[src/rtl/fsx_pkg.sv]
// Shared definitions for the FSX compositor: default raster timing,
// RGB332 field layout and the colour expansion helper.
package fsx_pkg;

    localparam int unsigned DEF_H_ACTIVE = 640;
    localparam int unsigned DEF_H_FP     = 16;
    localparam int unsigned DEF_H_SYNC   = 96;
    localparam int unsigned DEF_H_BP     = 48;
    localparam int unsigned DEF_V_ACTIVE = 480;
    localparam int unsigned DEF_V_FP     = 10;
    localparam int unsigned DEF_V_SYNC   = 2;
    localparam int unsigned DEF_V_BP     = 33;

    localparam int unsigned CNT_W = 12;
    localparam int unsigned R_W   = 3;
    localparam int unsigned G_W   = 3;
    localparam int unsigned B_W   = 2;

    // A zero field stays black; otherwise the field is left-aligned and padded with ones.
    function automatic logic [23:0] expand332(input logic [7:0] c);
        logic [R_W-1:0] r;
        logic [G_W-1:0] g;
        logic [B_W-1:0] b;
        logic [7:0]     ro;
        logic [7:0]     go;
        logic [7:0]     bo;
        r  = c[7:5];
        g  = c[4:2];
        b  = c[1:0];
        ro = (r == '0) ? 8'h00 : {r, 5'b11111};
        go = (g == '0) ? 8'h00 : {g, 5'b11111};
        bo = (b == '0) ? 8'h00 : {b, 6'b111111};
        return {ro, go, bo};
    endfunction

endpackage

[src/rtl/fsx_timing.sv]
// Raster counters plus the sync, active-area and event decode that
// the compositor delays to line up with its colour output.
module fsx_timing
    import fsx_pkg::*;
#(
    parameter int unsigned H_ACTIVE = DEF_H_ACTIVE,
    parameter int unsigned H_FP     = DEF_H_FP,
    parameter int unsigned H_SYNC   = DEF_H_SYNC,
    parameter int unsigned H_BP     = DEF_H_BP,
    parameter int unsigned V_ACTIVE = DEF_V_ACTIVE,
    parameter int unsigned V_FP     = DEF_V_FP,
    parameter int unsigned V_SYNC   = DEF_V_SYNC,
    parameter int unsigned V_BP     = DEF_V_BP
) (
    input  logic             clk_i,
    input  logic             rst_ni,
    input  logic [CNT_W-1:0] irq_line_i,
    output logic [CNT_W-1:0] h_count_o,
    output logic [CNT_W-1:0] v_count_o,
    output logic             active_o,
    output logic             hsync_n_o,
    output logic             vsync_n_o,
    output logic             frame_start_o,
    output logic             frame_end_o,
    output logic             line_irq_o
);

    localparam logic [CNT_W-1:0] H_LAST   = CNT_W'(H_ACTIVE + H_FP + H_SYNC + H_BP - 1);
    localparam logic [CNT_W-1:0] V_LAST   = CNT_W'(V_ACTIVE + V_FP + V_SYNC + V_BP - 1);
    localparam logic [CNT_W-1:0] H_ACT    = CNT_W'(H_ACTIVE);
    localparam logic [CNT_W-1:0] V_ACT    = CNT_W'(V_ACTIVE);
    localparam logic [CNT_W-1:0] HS_START = CNT_W'(H_ACTIVE + H_FP);
    localparam logic [CNT_W-1:0] HS_END   = CNT_W'(H_ACTIVE + H_FP + H_SYNC);
    localparam logic [CNT_W-1:0] VS_START = CNT_W'(V_ACTIVE + V_FP);
    localparam logic [CNT_W-1:0] VS_END   = CNT_W'(V_ACTIVE + V_FP + V_SYNC);

    logic [CNT_W-1:0] h_q, h_d;
    logic [CNT_W-1:0] v_q, v_d;

    always_comb begin
        h_d = h_q + 1'b1;
        v_d = v_q;
        if (h_q == H_LAST) begin
            h_d = '0;
            v_d = (v_q == V_LAST) ? '0 : v_q + 1'b1;
        end
    end

    always_ff @(posedge clk_i or negedge rst_ni) begin
        if (!rst_ni) begin
            h_q <= '0;
            v_q <= '0;
        end else begin
            h_q <= h_d;
            v_q <= v_d;
        end
    end

    // Out-of-range irq lines simply never compare equal to the vertical count.
    assign h_count_o     = h_q;
    assign v_count_o     = v_q;
    assign active_o      = (h_q < H_ACT) && (v_q < V_ACT);
    assign hsync_n_o     = !((h_q >= HS_START) && (h_q < HS_END));
    assign vsync_n_o     = !((v_q >= VS_START) && (v_q < VS_END));
    assign frame_start_o = (h_q == '0) && (v_q == '0);
    assign frame_end_o   = (h_q == '0) && (v_q == V_ACT);
    assign line_irq_o    = (h_q == '0) && (v_q == irq_line_i);

endmodule

[src/rtl/fsx_compositor.sv]
// Priority layer mixer: picks the first opaque layer per pixel, expands
// RGB332 to 24-bit and delays sync/blank/events to match the colour path.
module fsx_compositor
    import fsx_pkg::*;
#(
    parameter int unsigned H_ACTIVE    = DEF_H_ACTIVE,
    parameter int unsigned H_FP        = DEF_H_FP,
    parameter int unsigned H_SYNC      = DEF_H_SYNC,
    parameter int unsigned H_BP        = DEF_H_BP,
    parameter int unsigned V_ACTIVE    = DEF_V_ACTIVE,
    parameter int unsigned V_FP        = DEF_V_FP,
    parameter int unsigned V_SYNC      = DEF_V_SYNC,
    parameter int unsigned V_BP        = DEF_V_BP,
    parameter int unsigned NUM_LAYERS  = 3,
    parameter int unsigned SCALE_SHIFT = 1,
    parameter int unsigned LAYER_LAT   = 2
) (
    input  logic                    clkPixel,
    input  logic                    nreset,
    input  logic [NUM_LAYERS-1:0]   layer_en,
    input  logic [7:0]              trans_key,
    input  logic [7:0]              bg_color,
    input  logic [CNT_W-1:0]        irq_line,
    input  logic [8*NUM_LAYERS-1:0] layer_rgb,
    output logic [CNT_W-1:0]        px_x,
    output logic [CNT_W-1:0]        px_y,
    output logic                    px_valid,
    output logic [7:0]              r_out,
    output logic [7:0]              g_out,
    output logic [7:0]              b_out,
    output logic                    hsync,
    output logic                    vsync,
    output logic                    blank,
    output logic                    frameDrawn,
    output logic                    lineIrq
);

    localparam int unsigned DLY = LAYER_LAT + 1;

    logic [CNT_W-1:0] h_count, v_count;
    logic             active, hsync_n, vsync_n, frame_start, frame_end, line_irq;

    fsx_timing #(
        .H_ACTIVE (H_ACTIVE), .H_FP (H_FP), .H_SYNC (H_SYNC), .H_BP (H_BP),
        .V_ACTIVE (V_ACTIVE), .V_FP (V_FP), .V_SYNC (V_SYNC), .V_BP (V_BP)
    ) u_timing (
        .clk_i         (clkPixel),
        .rst_ni        (nreset),
        .irq_line_i    (irq_line),
        .h_count_o     (h_count),
        .v_count_o     (v_count),
        .active_o      (active),
        .hsync_n_o     (hsync_n),
        .vsync_n_o     (vsync_n),
        .frame_start_o (frame_start),
        .frame_end_o   (frame_end),
        .line_irq_o    (line_irq)
    );

    // The counters idle at 0,0 during reset, so the fetch port is gated by reset to stay quiet.
    assign px_valid = active & nreset;
    assign px_x     = px_valid ? (h_count >> SCALE_SHIFT) : '0;
    assign px_y     = px_valid ? (v_count >> SCALE_SHIFT) : '0;

    logic [NUM_LAYERS-1:0] en_q;
    logic [7:0]            mix_q, mix_d;
    logic [DLY-1:0]        blank_q, hsync_q, vsync_q, frame_q, irq_q;

    always_comb begin
        mix_d = bg_color;
        for (int i = NUM_LAYERS - 1; i >= 0; i--) begin
            if (en_q[i] && (layer_rgb[8*i +: 8] != trans_key)) begin
                mix_d = layer_rgb[8*i +: 8];
            end
        end
    end

    // Enable shadow only reloads at the top-left pixel so a frame never mixes two enable sets.
    always_ff @(posedge clkPixel or negedge nreset) begin
        if (!nreset) begin
            en_q    <= '0;
            mix_q   <= '0;
            blank_q <= '1;
            hsync_q <= '1;
            vsync_q <= '1;
            frame_q <= '0;
            irq_q   <= '0;
        end else begin
            if (frame_start) begin
                en_q <= layer_en;
            end
            mix_q   <= mix_d;
            blank_q <= {blank_q[DLY-2:0], !active};
            hsync_q <= {hsync_q[DLY-2:0], hsync_n};
            vsync_q <= {vsync_q[DLY-2:0], vsync_n};
            frame_q <= {frame_q[DLY-2:0], frame_end};
            irq_q   <= {irq_q[DLY-2:0], line_irq};
        end
    end

    logic [23:0] rgb;
    assign rgb = expand332(mix_q);

    assign blank      = blank_q[DLY-1];
    assign hsync      = hsync_q[DLY-1];
    assign vsync      = vsync_q[DLY-1];
    assign frameDrawn = frame_q[DLY-1];
    assign lineIrq    = irq_q[DLY-1];
    assign r_out      = blank ? 8'h00 : rgb[23:16];
    assign g_out      = blank ? 8'h00 : rgb[15:8];
    assign b_out      = blank ? 8'h00 : rgb[7:0];

endmodule
[config.mk]
export PLATFORM = sky130hd
export DESIGN_NAME = fsx_compositor
export DESIGN_NICKNAME = d
export VERILOG_FILES = /design/src/rtl/fsx_pkg.sv /design/src/rtl/fsx_timing.sv /design/src/rtl/fsx_compositor.sv
export SDC_FILE = /design/constraint.sdc
export NUM_CORES = 1
export LEC_CHECK = 0
export CORE_UTILIZATION = 40
export CTS_CLUSTER_DIAMETER = 120
export DETAILED_ROUTE_END_ITERATION = 8
export HOLD_SLACK_MARGIN = 0.05
export PLACE_DENSITY = 0.83
export SLEW_MARGIN = 20
export SYNTH_ARGS = -nofsm -noshare
export SYNTH_HDL_FRONTEND = slang
export SYNTH_SLANG_ARGS = --single-unit
[constraint.sdc]
create_clock -name clkPixel -period 3.3 [get_ports clkPixel]
set_clock_uncertainty 0.05 [all_clocks]
set_input_delay 0.495 -clock clkPixel [delete_from_list [all_inputs] [get_ports clkPixel]]
set_output_delay 0.495 -clock clkPixel [all_outputs]
set_load 0.05 [all_outputs]
==> out/results.txt, run 1 <==
In the final timing run, aggregate negative setup slack is 0 ns. For this run, the top clock speed supported by timing is 0.361 GHz. The final route contains 2496 vias. The congestion estimate from routability-driven global placement came to 0.877. Dividing the detail-routed via count by the number of cells gives 5.04. After synthesis, the largest family of logic cells by area is simple AND/OR/NAND/NOR gates.

The final layout contains 456 nets. The class of the most critical hold timing path was input pin to async pin. IR analysis of the VDD net gives a maximum drop of 0.151 mV.

TritonCTS built the clock tree. The number of cell rows came out at 31. Nature of the critical path endpoint: a primary output. The portion of synthesized area spent on multiplexers is 4.14%. The proportion of layout cells with a drive suffix above 1 was 12.1%; the slew at the pin closest to its max-slew limit was 0.680 ns. For this design the static power due to leakage is 1.70 nW. The arrival time of the worst setup path is 2.23 ns.

In the layout the commonest cells are sky130_fd_sc_hd__clkdlybuf4s50_1, sky130_fd_sc_hd__xnor2_1, sky130_fd_sc_hd__dfrtp_1. In this run the power density over the cells is 316 nW/um2. Once detail routing completed, the nets flagged for antenna violations numbered 0. Each instance of the synthesized netlist takes up on average 9.84 um2. The required time of the worst setup path was 2.75 ns; the synthesis-to-layout area growth was 40.6%. The starting utilization of the core area was 41.4%; the height of the chip was 88.9 um. The run gives 11400 um as the global-route wire length before repair. The pre-antenna-repair detailed-routing pass consisted of 6 iterations. The synthesized-area fraction occupied by xor and xnor cells works out to 15.1%. The aggregate global routing overflow came out at 0. The tool flagged a number of max-cap violations equal to 0.

Setup repair after global routing left no endpoint under its margin. The tools report the area of the mapped netlist as 3020 um2. The netlist uses 44 different library cells.

The most common cell after layout, fill and taps aside was sky130_fd_sc_hd__clkdlybuf4s50_1. The buffer cell driving the clock tree root is sky130_fd_sc_hd__clkbuf_8. The iteration-0 DRC count of the detailed router came out at 127.

The floorplan die width was 88.9 um; the I/O pin count was 111. The maximum number of pins on one net before global-route repair is 51, and the clock sink count is 50. The detailed-route wire length per cell is 14.6 um. The initial antenna violation count was 0. The overall fraction of global-route tracks in use is 19.1%, and the count of input and output buffers is 103. The hold-fix buffer count after cts came out at 0. The simple-gate share of the synthesized area works out to 24.4%. The die area came out at 7900 um2. The total area inside the core boundary comes to 7290 um2. The antenna diode count was 0. HPWL after detailed placement: 5740 um. The warning count from the yosys run was 0; the synthesized netlist cell count was 307. Of the synthesized area, sequential elements account for 41.8%.

The logs give 1.34 mW for the total chip power and 0 for the post-CTS setup buffer count. The CTS clock-pin slew for the worst setup and hold paths is 0.10 ns, and the total number of H-tree levels is 2. The number of global-route vias before repair is 2404, and the maximum buffer depth of the clock tree is 2. The clock latency of the later-clocked register in the worst-skew pair came out at 0.30 ns. The wire length after detailed routing is 7230 um.

The largest single stage delay on the critical path is 0.46 ns. The number of instances resized during post-cts repair is 0, and the count of unresolved DRC violations after routing is 0. The worst path uses 84.0% of the clock period. The headroom to the max-slew limit was 54.7%. In this run the worst path has a maximum fanout of 9. The smallest clock period supported by the final layout is computed as 2.77 ns. The count of flip-flops with a built-in enable after synthesis was 0. On the critical path, the stage with the largest delay is an instance of sky130_fd_sc_hd__dfrtp_1. The tools report the number of clock buffers inserted by TritonCTS as 5. The tools report the hold violation count in the final report as 0.

The final setup violation count is 0, and the post-synthesis register bit count is 50. The tools report the number of pins exceeding their max-slew limit in the final report as 0. The element type at the critical path start was a register. The adder-cell area share of the yosys netlist came out at 1.66%. The dominant synthesized flop cell was sky130_fd_sc_hd__dfrtp_1. The flow ran to the end, and the final reports show no timing, DRC or antenna violations.

The fraction of registers with async set or reset after synthesis was 100%; the complex-gate fraction of the synthesized area was 4.72%. The setup path with the least slack is of type register to primary output. The signal on the critical path passes through nor3_1 > nand4_1 > nor2_1 > buf_4 > and2_1 > buf_12.
[Yosys cell counts, drive strengths merged (2+ instances only)]
cell     n  share of area (%)
nand3   11                1.8
and2    17                3.5
and3     4               0.83
and4     3               0.87
a21oi    2               0.33
nor2b   11                2.3
dfstp    9                7.8
nand4   20                4.3
mux2i    8                2.7
inv      7               0.87
ha       4                1.7
xor2     7                2.0
dfrtp   41                 34
o21ai    9                1.6
xnor2   45                 13
nor2    21                2.7
clkbuf   5               0.62
a211oi   8                2.0
or3      3               0.62
nor3    16                2.8
nand2   11                1.4
mux2     4                1.5
nor4b    2                1.1
buf     27                6.5
nor4     2               0.41
[cell type report]
class / count / area [um2]
clock buffer: 5 / 68.8
clock inverter: 3 / 28.8
fill: 641 / 3050
inverter: 7 / 26.3
multi-input combinational: 224 / 1540
sequential: 50 / 1260
tap: 99 / 124
timing repair buffer: 107 / 1200
[where the power goes]
| part | switching, mW | internal (mW) |
|---|---|---|
| Clock | 0.214 | 0.159 |
| Combinational | 0.192 | 0.149 |
| Sequential | 0.00331 | 0.624 |
[logic make-up (layout without fill, tap and decap cells)]
kind of cell,Yosys count,in the layout
AOI/OAI and AO/OA,22,22
xor gates and xnor gates,52,52
adders and majority gates,4,4
buffers and inverters,39,122
DFF,50,50
muxes,12,12
other,1,7
and+or+nand+nor,127,127
[metal layers]
metal | part of all wire [%] | routed length [um] | global-route usage (%)
met1 | 42 | 3050 | 24.6
met4 | 1.5 | 110 | 5.28
met3 | 6.7 | 481 | 3.97
met2 | 50 | 3590 | 32.7
met5 | 0 | 0 | 0
[critical path: cells and delay by family, from the launching register on]
family                 cells  cell delay, ns
AND/OR/NAND/NOR            4            1.08
buffers and inverters      2            0.39
flip-flops                 1            0.46
[sequential cells by signal (all words and copies together) (netlist names)]
signal / count
u_timing.v_count_o: 12
irq_q: 3
en_q: 3
vsync_q: 3
mix_q: 8
u_timing.h_count_o: 12
hsync_q: 3
blank_q: 3
frame_q: 3
[worst paths after layout]
kind,to,slack (ns),cells past startpoint,start
max in group asynchronous,u_timing.h_count_o[11],2.54,2,nreset
min in group clkPixel,irq_q[1],0.31,0,irq_q[0]
setup reg to reg,u_timing.v_count_o[11],0.95,6,u_timing.h_count_o[0]
hold / removal,u_timing.v_count_o[7],0.24,2,nreset
setup / recovery,px_y[3],0.53,6,u_timing.v_count_o[9]
hold reg to reg,irq_q[1],0.31,0,irq_q[0]
[stage by stage]
stage | hold WS [ns] | setup WS [ns] | std cells | util (%) | instance area (um2)
floorplan | 0.149 | 0.649 | 313 | - | 3040
global placement | 0.283 | 0.736 | 487 | 56.9 | 4150
detailed placement | 0.285 | 0.756 | 487 | 56.9 | 4150
CTS | 0.266 | 0.507 | 495 | 58.2 | 4250
global route | 0.285 | 0.315 | 495 | 58.2 | 4250
finish | 0.238 | 0.529 | 495 | 58.2 | 4250
Power figures use the tool's default switching activity.
==> inputs of run 2 (changes only) <==
--- a/config.mk
+++ b/config.mk
@@ -9,7 +9,7 @@
 export CTS_CLUSTER_DIAMETER = 120
 export DETAILED_ROUTE_END_ITERATION = 8
 export HOLD_SLACK_MARGIN = 0.05
-export PLACE_DENSITY = 0.83
+export PLACE_DENSITY = 0.86
 export SLEW_MARGIN = 20
 export SYNTH_ARGS = -nofsm -noshare
 export SYNTH_HDL_FRONTEND = slang
==> constraint.sdc (replaced) <==
create_clock -name clkPixel -period 2.4 [get_ports clkPixel]
set_clock_uncertainty 0.05 [all_clocks]
set_input_delay 0.36 -clock clkPixel [delete_from_list [all_inputs] [get_ports clkPixel]]
set_output_delay 0.36 -clock clkPixel [all_outputs]
set_load 0.05 [all_outputs]
==> run 2 against run 1 <==
Sequential share of layout area down 0.53 points. Critical path type unchanged. Largest power group unchanged. Cell count is 1.6% higher. Global-route usage increased by 1.1 points.
==> out/results.txt, run 2 (synthesized netlist as in run 1, its figures left out) <==
The flow ran to the end, and the final reports show no timing, DRC or antenna violations. The path depth of the worst reg2reg path is 6 (unchanged), and the remaining number of nets flagged by the antenna check after routing is 0 (unchanged). The arrival time of the worst setup path is 1.93 ns (was 2.23 ns). The number of cell rows is 31 (unchanged), and the height of the chip is 88.9 um (unchanged). The proportion of layout cells with a drive suffix above 1 works out to 17.6% (was 12.1%). The tools report the buffer cell driving the clock tree root as sky130_fd_sc_hd__clkbuf_8 (unchanged). The run gives 0 (unchanged) as the number of maximum-capacitance constraint violations. For the finished layout, the period the worst path requires is 2.34 ns. The number of fill cells is 605 (was 641).

The starting utilization of the core area was 41.4% (unchanged). The count of input and output buffers is 103 (unchanged), and the largest stage delay on the critical path is 0.47 ns (was 0.46 ns). The tools report the element type at the critical path start as a register (unchanged). The run gives 101 (was 127) as the iteration-0 DRC count of the detailed router.

Most common cell after layout, fill and taps aside: sky130_fd_sc_hd__clkdlybuf4s50_1 (unchanged). Maximum buffer depth of the clock tree: 2 (unchanged). The critical path class was register to primary output (unchanged). The logs give 20.2% (was 19.1%) for the overall fraction of global-route tracks in use and 58.3% (was 54.7%) for the headroom to the max-slew limit. The tools report the number of pins exceeding their max-slew limit in the final report as 0 (unchanged). The CTS clock-pin slew for the worst setup and hold paths is 0.10 ns (about the same), and the largest fanout on the critical path is 7 (was 9).

Hold violation count in the final report: 0 (unchanged). Number of placed instances, taps included: 493 (was 487). The floorplan die width was 88.9 um (unchanged); the placement-stage worst setup slack was 0.179 ns (was 0.756 ns). For the first-pass iteration count of the detailed router, the log shows 4 (was 6). The worst path uses 97.7% of the clock period. The via count is 2554 (was 2496).

The count of placed standard cells in the final layout, fillers left out was 503 (was 495); the power density of the placed cells was 430 nW/um2 (was 316 nW/um2). The detailed-route vias per instance is 5.08 (was 5.04). The launch point of the worst reg-to-reg path is u_timing.v_count_o[1] (was u_timing.h_count_o[0]). The global-route wire length before repair was 12100 um (was 11400 um); the total number of H-tree levels was 2 (unchanged). For the clock latency of the later-clocked register in the worst-skew pair, the log shows 0.31 ns (was 0.30 ns).

The tools report the leakage power summed over all cells as 1.75 nW (was 1.70 nW). The logs give 0.351 mV (was 0.151 mV) for the worst ir drop on vdd and 464 (was 456) for the number of nets in the layout. The run gives 0 (unchanged) as the antenna diode count. The tools report the endpoint of the most critical register-to-register path as u_timing.v_count_o[10] (was u_timing.v_count_o[11]). The detailed-route wire length per cell was 15.2 um (was 14.6 um). The tools report the nature of the critical path endpoint as a primary output (unchanged).

The die area was 7900 um2 (unchanged); the wire length after detailed routing was 7630 um (was 7230 um). The maximum number of pins on one net before global-route repair was 51 (unchanged). The synthesis-to-layout area growth is 43.3% (was 40.6%). The class of the most critical hold timing path is input pin to async pin (unchanged). The clock sink count came out at 50 (unchanged). Final setup slack of the worst path: 0.0561 ns (was 0.529 ns).

Worst setup path startpoint: u_timing.v_count_o[9] (unchanged). The I/O pin count came out at 111 (unchanged). Timing would allow up to 0.427 GHz. Count of unresolved DRC violations after routing: 0 (unchanged). TritonCTS built the clock tree.

The run gives 0 (unchanged) as the final setup violation count. CP cell instances: nor3_2 > nand4_1 > buf_4 > nor3_1 > buf_12 (was nor3_1 > nand4_1 > nor2_1 > buf_4 > and2_1 > buf_12). The tools report the setup slack of the most critical reg-to-reg path as 0.16 ns (was 0.95 ns). The logs give 0 (unchanged) for the initial antenna violation count and 5970 um (was 5740 um) for the HPWL after detailed placement.

The logs give 1.99 ns (was 2.75 ns) for the required time of the worst setup path and 0 ns (unchanged) for the sum of negative setup slack. The tools report the final weighted congestion in routability-driven placement as 0.917 (was 0.877). Top library cells by usage in the layout, fill and taps aside: sky130_fd_sc_hd__clkdlybuf4s50_1, sky130_fd_sc_hd__xnor2_1, sky130_fd_sc_hd__dfrtp_1 (unchanged). The number of global-route vias before repair was 2498 (was 2404).

The slew at the pin closest to its max-slew limit was 0.625 ns (was 0.680 ns); the aggregate global routing overflow was 0 (unchanged). The tools report the hold-fix buffer count after cts as 0 (unchanged). The number of clock buffers inserted by TritonCTS was 5 (unchanged). Slowest cell on the critical path: sky130_fd_sc_hd__dfrtp_2 (was sky130_fd_sc_hd__dfrtp_1). The area of the core region came out at 7290 um2 (unchanged).
-- run 2: layer usage --
metal	track usage (%)	up-vias	wire length, um
li1	-	1220	-
met1	24.4	1213	3200
met2	36.4	104	3830
met3	3.79	17	445
met4	6.74	0	154
met5	0	-	0
-- run 2: cell type report --
class                      count  area, um2  area share, %
clock inverter                 2       17.5          0.405
multi-input combinational    224       1550           35.8
inverter                       7       26.3          0.607
timing repair buffer         115       1260           29.2
sequential                    50       1260           29.2
tap                           99        124           2.86
clock buffer                   6       82.6           1.91
-- run 2: what timing repair did --
| item | CTS | global route |
|---|---|---|
| endpoints found under the setup margin | 20 | 17 |
| setup buffers | 1 | 1 |
| pin swaps | 1 | 1 |
| gates resized for setup | 7 | 2 |
-- run 2: how the worst max path moves through the flow --
stage               end  depth (start not counted)  slack [ns]
3_3_place_gp   b_out[0]                          3        0.26
5_1_grt         px_y[7]                          6       -0.02
2_1_floorplan  g_out[1]                          3       -0.12
3_5_place_dp   mix_q[5]                          7        0.18
4_1_cts         px_y[7]                          6        0.02
6_report        px_x[0]                          5        0.06
-- run 2: per-stage QoR --
step	utilization [%]	hold slack [ns]	cell area [um2]	total power [mW]
CTS	59.2	0.145	4320	1.87
finish	59.4	0.115	4330	1.86
floorplan	-	0.0144	3050	1.16
global placement	57.8	0.284	4210	1.34
global route	59.4	0.162	4330	1.94
detailed placement	57.8	0.286	4210	1.35
-- run 2: worst max-delay path, delay by kind of cell (launching register included) --
kind | cells | cell delay, ns
simple gates | 3 | 0.78
buf+inv | 2 | 0.39
flops | 1 | 0.47
-- run 2: power by group --
group | internal (mW) | switching [mW]
combinational | 0.199 | 0.266
clock | 0.238 | 0.292
sequential | 0.858 | 0.00561
==> inputs of run 3 (changes only) <==
--- a/config.mk
+++ b/config.mk
@@ -5,12 +5,13 @@
 export SDC_FILE = /design/constraint.sdc
 export NUM_CORES = 1
 export LEC_CHECK = 0
+export CORE_MARGIN = 2
 export CORE_UTILIZATION = 40
-export CTS_CLUSTER_DIAMETER = 120
 export DETAILED_ROUTE_END_ITERATION = 8
 export HOLD_SLACK_MARGIN = 0.05
-export PLACE_DENSITY = 0.86
+export PLACE_DENSITY = 0.85
 export SLEW_MARGIN = 20
 export SYNTH_ARGS = -nofsm -noshare
 export SYNTH_HDL_FRONTEND = slang
+export SYNTH_HIERARCHICAL = 1
 export SYNTH_SLANG_ARGS = --single-unit
==> run 3 against run 2 <==
The run now ends with setup timing left. Largest power group unchanged. Synthesized cell count down 0.65%. Highest routed layer unchanged. Worst hold slack better by 0.20 ns. Utilization up 3.6 points. Count of clock-buffer cells in the layout down 1.
==> out/results.txt, run 3 <==
The flow ran to the end, but the final reports show violations. The checks that failed: setup timing. The global-route wire length before repair was 13800 um (was 12100 um); the iteration-0 DRC count of the detailed router was 88 (was 101).

The initial antenna violation count was 0 (unchanged). The proportion of layout cells with a drive suffix above 1 works out to 31.8% (was 17.6%). For the via count, the log shows 2786 (was 2554). The clock sink count was 50 (unchanged); the part of the cycle the worst path needs was 104% (was 97.7%). Top library cells by usage in the layout, fill and taps aside: sky130_fd_sc_hd__clkdlybuf4s50_1, sky130_fd_sc_hd__buf_4, sky130_fd_sc_hd__dfrtp_1 (was sky130_fd_sc_hd__clkdlybuf4s50_1, sky130_fd_sc_hd__xnor2_1, sky130_fd_sc_hd__dfrtp_1).

The antenna diode count came out at 0 (unchanged). The run gives 0 (unchanged) as the aggregate global routing overflow. The total number of H-tree levels was 2 (unchanged).

The most area-hungry cell type in the Yosys netlist is sky130_fd_sc_hd__dfrtp_1 (unchanged). The power density of the placed cells is 404 nW/um2 (was 430 nW/um2). The hold violation count in the final report is 0 (unchanged). The slew at the pin closest to its max-slew limit was 0.541 ns (was 0.625 ns). The clock period minus final worst setup slack was 2.49 ns (was 2.34 ns); the height of the chip was 92.6 um (was 88.9 um). The most repeated cell in the gate-level netlist after synthesis is sky130_fd_sc_hd__dfrtp_1 (was sky130_fd_sc_hd__xnor2_1).

The logs give -0.136 ns (was 0.179 ns) for the placement-stage worst setup slack and 1740 um2 (was 1550 um2) for the area taken by multi-input logic gates. The number of global-route vias before repair was 2805 (was 2498); the area of the core region was 7650 um2 (was 7290 um2). The final weighted congestion in routability-driven placement is 0.875 (was 0.917). The buffer cell driving the clock tree root is sky130_fd_sc_hd__clkbuf_8 (unchanged). The class of the most critical hold timing path was register to register (was input pin to async pin).

The total chip power is 1.95 mW (was 1.86 mW), and the synthesized netlist cell count is 305 (was 307). The leakage power summed over all cells is 2.05 nW (was 1.75 nW). The tools report the remaining number of nets flagged by the antenna check after routing as 0 (unchanged). The run gives 584 (was 605) as the number of fill cells. Most used standard cells in the synthesized netlist: sky130_fd_sc_hd__dfrtp_1, sky130_fd_sc_hd__xnor2_1, sky130_fd_sc_hd__and3_1, sky130_fd_sc_hd__xor2_1, sky130_fd_sc_hd__buf_4 (was sky130_fd_sc_hd__xnor2_1, sky130_fd_sc_hd__dfrtp_1, sky130_fd_sc_hd__buf_4, sky130_fd_sc_hd__nor2_1, sky130_fd_sc_hd__nand4_1). For the I/O pin count, the log shows 111 (unchanged). Nature of the critical path endpoint: a register (was a primary output). The synthesized area per cell is 10.3 um2 (was 9.84 um2). The fraction of the yosys area taken by sequential cells was 40.2% (was 41.8%); the synthesis-to-layout area growth was 53.4% (was 43.3%). The run gives 8570 um2 (was 7900 um2) as the die area.

Setup repair after global routing could not meet its margin everywhere. Worst ir drop on vdd: 0.274 mV (was 0.351 mV). The tools report the warning count from the yosys run as 6 (was 0). Count of unresolved DRC violations after routing: 0 (unchanged). The element type at the critical path start is a register (unchanged). TritonCTS built the clock tree. The fraction of registers with async set or reset after synthesis was 100% (unchanged). The headroom to the max-slew limit is 63.9% (was 58.3%), and the clock latency of the later-clocked register in the worst-skew pair is 0.31 ns (about the same).

The slowest cell on the critical path is sky130_fd_sc_hd__or4_4 (was sky130_fd_sc_hd__dfrtp_2). The number of nets in the layout is 488 (was 464). For the number of cell rows, the log shows 32 (was 31). The final setup slack of the worst path came out at -0.0880 ns (was 0.0561 ns). The worst-case hold slack is 0.311 ns (was 0.115 ns). The tools report the final setup violation count as 19 (was 0). The run gives 3140 um2 (was 3020 um2) as the area of the mapped netlist. Leading post-synthesis cells by cell area: sky130_fd_sc_hd__dfrtp_1, sky130_fd_sc_hd__xnor2_1, sky130_fd_sc_hd__dfstp_2, sky130_fd_sc_hd__xor2_1, sky130_fd_sc_hd__and3_1 (was sky130_fd_sc_hd__dfrtp_1, sky130_fd_sc_hd__xnor2_1, sky130_fd_sc_hd__dfstp_2, sky130_fd_sc_hd__buf_4, sky130_fd_sc_hd__nand4_1).

CP cell instances: or4_4 > nand3b_4 > or4b_4 > nor4b_4 > buf_4 > mux2_4 (was nor3_2 > nand4_1 > buf_4 > nor3_1 > buf_12). For the required time of the worst setup path, the log shows 2.54 ns (was 1.99 ns). The overall fraction of global-route tracks in use was 20.5% (was 20.2%). The detailed-route wire length per cell was 16.5 um (was 15.2 um). The kind of cell adding the most delay to the critical path was simple AND/OR/NAND/NOR gates (unchanged). The detailed-route vias per instance is 5.26 (was 5.08), and the count of flip-flops with a built-in enable after synthesis is 0 (unchanged). The number of clock buffers inserted by TritonCTS is 5 (unchanged), and the CTS clock-pin slew for the worst setup and hold paths is 0.10 ns (about the same). The post-synthesis register bit count is 50 (unchanged).

The utilization after layout was 63.0% (was 59.4%). The largest stage delay on the critical path is 0.54 ns (was 0.47 ns), and the number of pins exceeding their max-slew limit in the final report is 0 (unchanged). The wire length after detailed routing came out at 8760 um (was 7630 um). The number of unique standard cell types used by synthesis is 46 (was 44), and the starting utilization of the core area is 41.1% (was 41.4%). The run gives 6690 um (was 5970 um) as the HPWL after detailed placement. The dominant synthesized flop cell was sky130_fd_sc_hd__dfrtp_1 (unchanged).

The count of input and output buffers was 108 (was 103); the maximum number of pins on one net before global-route repair was 42 (was 51). The arrival time of the worst setup path is 2.63 ns (was 1.93 ns), and the maximum buffer depth of the clock tree is 2 (unchanged). The logs give 4 (unchanged) for the first-pass iteration count of the detailed router and 0 (unchanged) for the number of maximum-capacitance constraint violations. The maximum clock frequency was 0.402 GHz (was 0.427 GHz). The most common cell after layout, fill and taps aside is sky130_fd_sc_hd__clkdlybuf4s50_1 (unchanged). The number of buffers and inverters on the critical path is 1 (was 2). The largest fanout on the critical path was 3 (was 7). The combined flip-flop and latch cell area was 1260 um2 (about the same).

Floorplan die width: 92.6 um (was 88.9 um). The critical path class is register to register (was register to primary output). Area share of the largest cell type after synthesis: 32.7% (was 34.0%).
## run 3: final cells by class
type	count	share of cell area (%)
Tap cell	102	2.65
Clock buffer	5	1.43
Clock inverter	3	1.01
Timing Repair Buffer	142	31.9
Inverter	10	0.779
Multi-Input combinational cell	218	36.1
Sequential cell	50	26.2
## run 3: timing repair
item | CTS | global route
buffers inserted | 1 | 4
hold buffers | 1 | 0
pin swaps | 1 | 0
resized for setup | 10 | 2
endpoints found under the hold margin | 9 | 0
endpoints found under the setup margin | 26 | 26
## run 3: where the power goes
group          switching (mW)  total (mW)  internal [mW]
Sequential            0.00534       0.863          0.858
Combinational           0.255       0.465          0.210
Clock                   0.302       0.619          0.318
## run 3: metal layers
layer	wire length (um)	share of wire [%]	GRT usage, %
met1	3360	38	23.9
met2	4520	52	37.2
met3	725	8.3	4.64
met4	152	1.7	6.84
met5	0	0	0
## run 3: worst paths after layout
| kind | start | endpoint | slack, ns | depth (start not counted) |
|---|---|---|---|---|
| max | u_timing/h_count_o[11] | en_q[2] | -0.09 | 6 |
| min | hsync_q[0] | hsync_q[1] | 0.31 | 0 |
| max reg2reg | u_timing/h_count_o[11] | en_q[2] | -0.09 | 6 |
| min reg2reg | hsync_q[0] | hsync_q[1] | 0.31 | 0 |
| max in group asynchronous | nreset | hsync_q[2] | 0.85 | 3 |
| min in group asynchronous | nreset | u_timing/v_count_o[6] | 0.53 | 2 |
## run 3: worst reg2reg max path, delay by kind of cell, from the launching register on
kind	cells	cell delay [ns]
buf+inv	1	0.18
flops	1	0.39
mux	1	0.29
simple gates	4	1.46
## run 3: cells by family (layout without fill, tap and decap cells)
group | Yosys count | after routing | synth area share, %
XOR/XNOR | 50 | 50 | 13.9
buffers and inverters | 38 | 160 | 6.86
flip-flops | 50 | 50 | 40.2
AND/OR/NAND/NOR | 125 | 125 | 26.9
adder cells (fa/ha/maj) | 4 | 4 | 1.59
other | 1 | 2 | 0.119
AO/OA/AOI/OAI | 25 | 25 | 6.10
multiplexers | 12 | 12 | 4.26
## run 3: through the flow
stage	cell area, um2	setup TNS (ns)	std cells
after floorplan	3190	-1.17	306
after global placement	4640	-0.126	516
after detailed placement	4640	-0.407	516
after CTS	4780	-0.300	526
after global routing	4820	-3.24	530
final	4820	-0.363	530
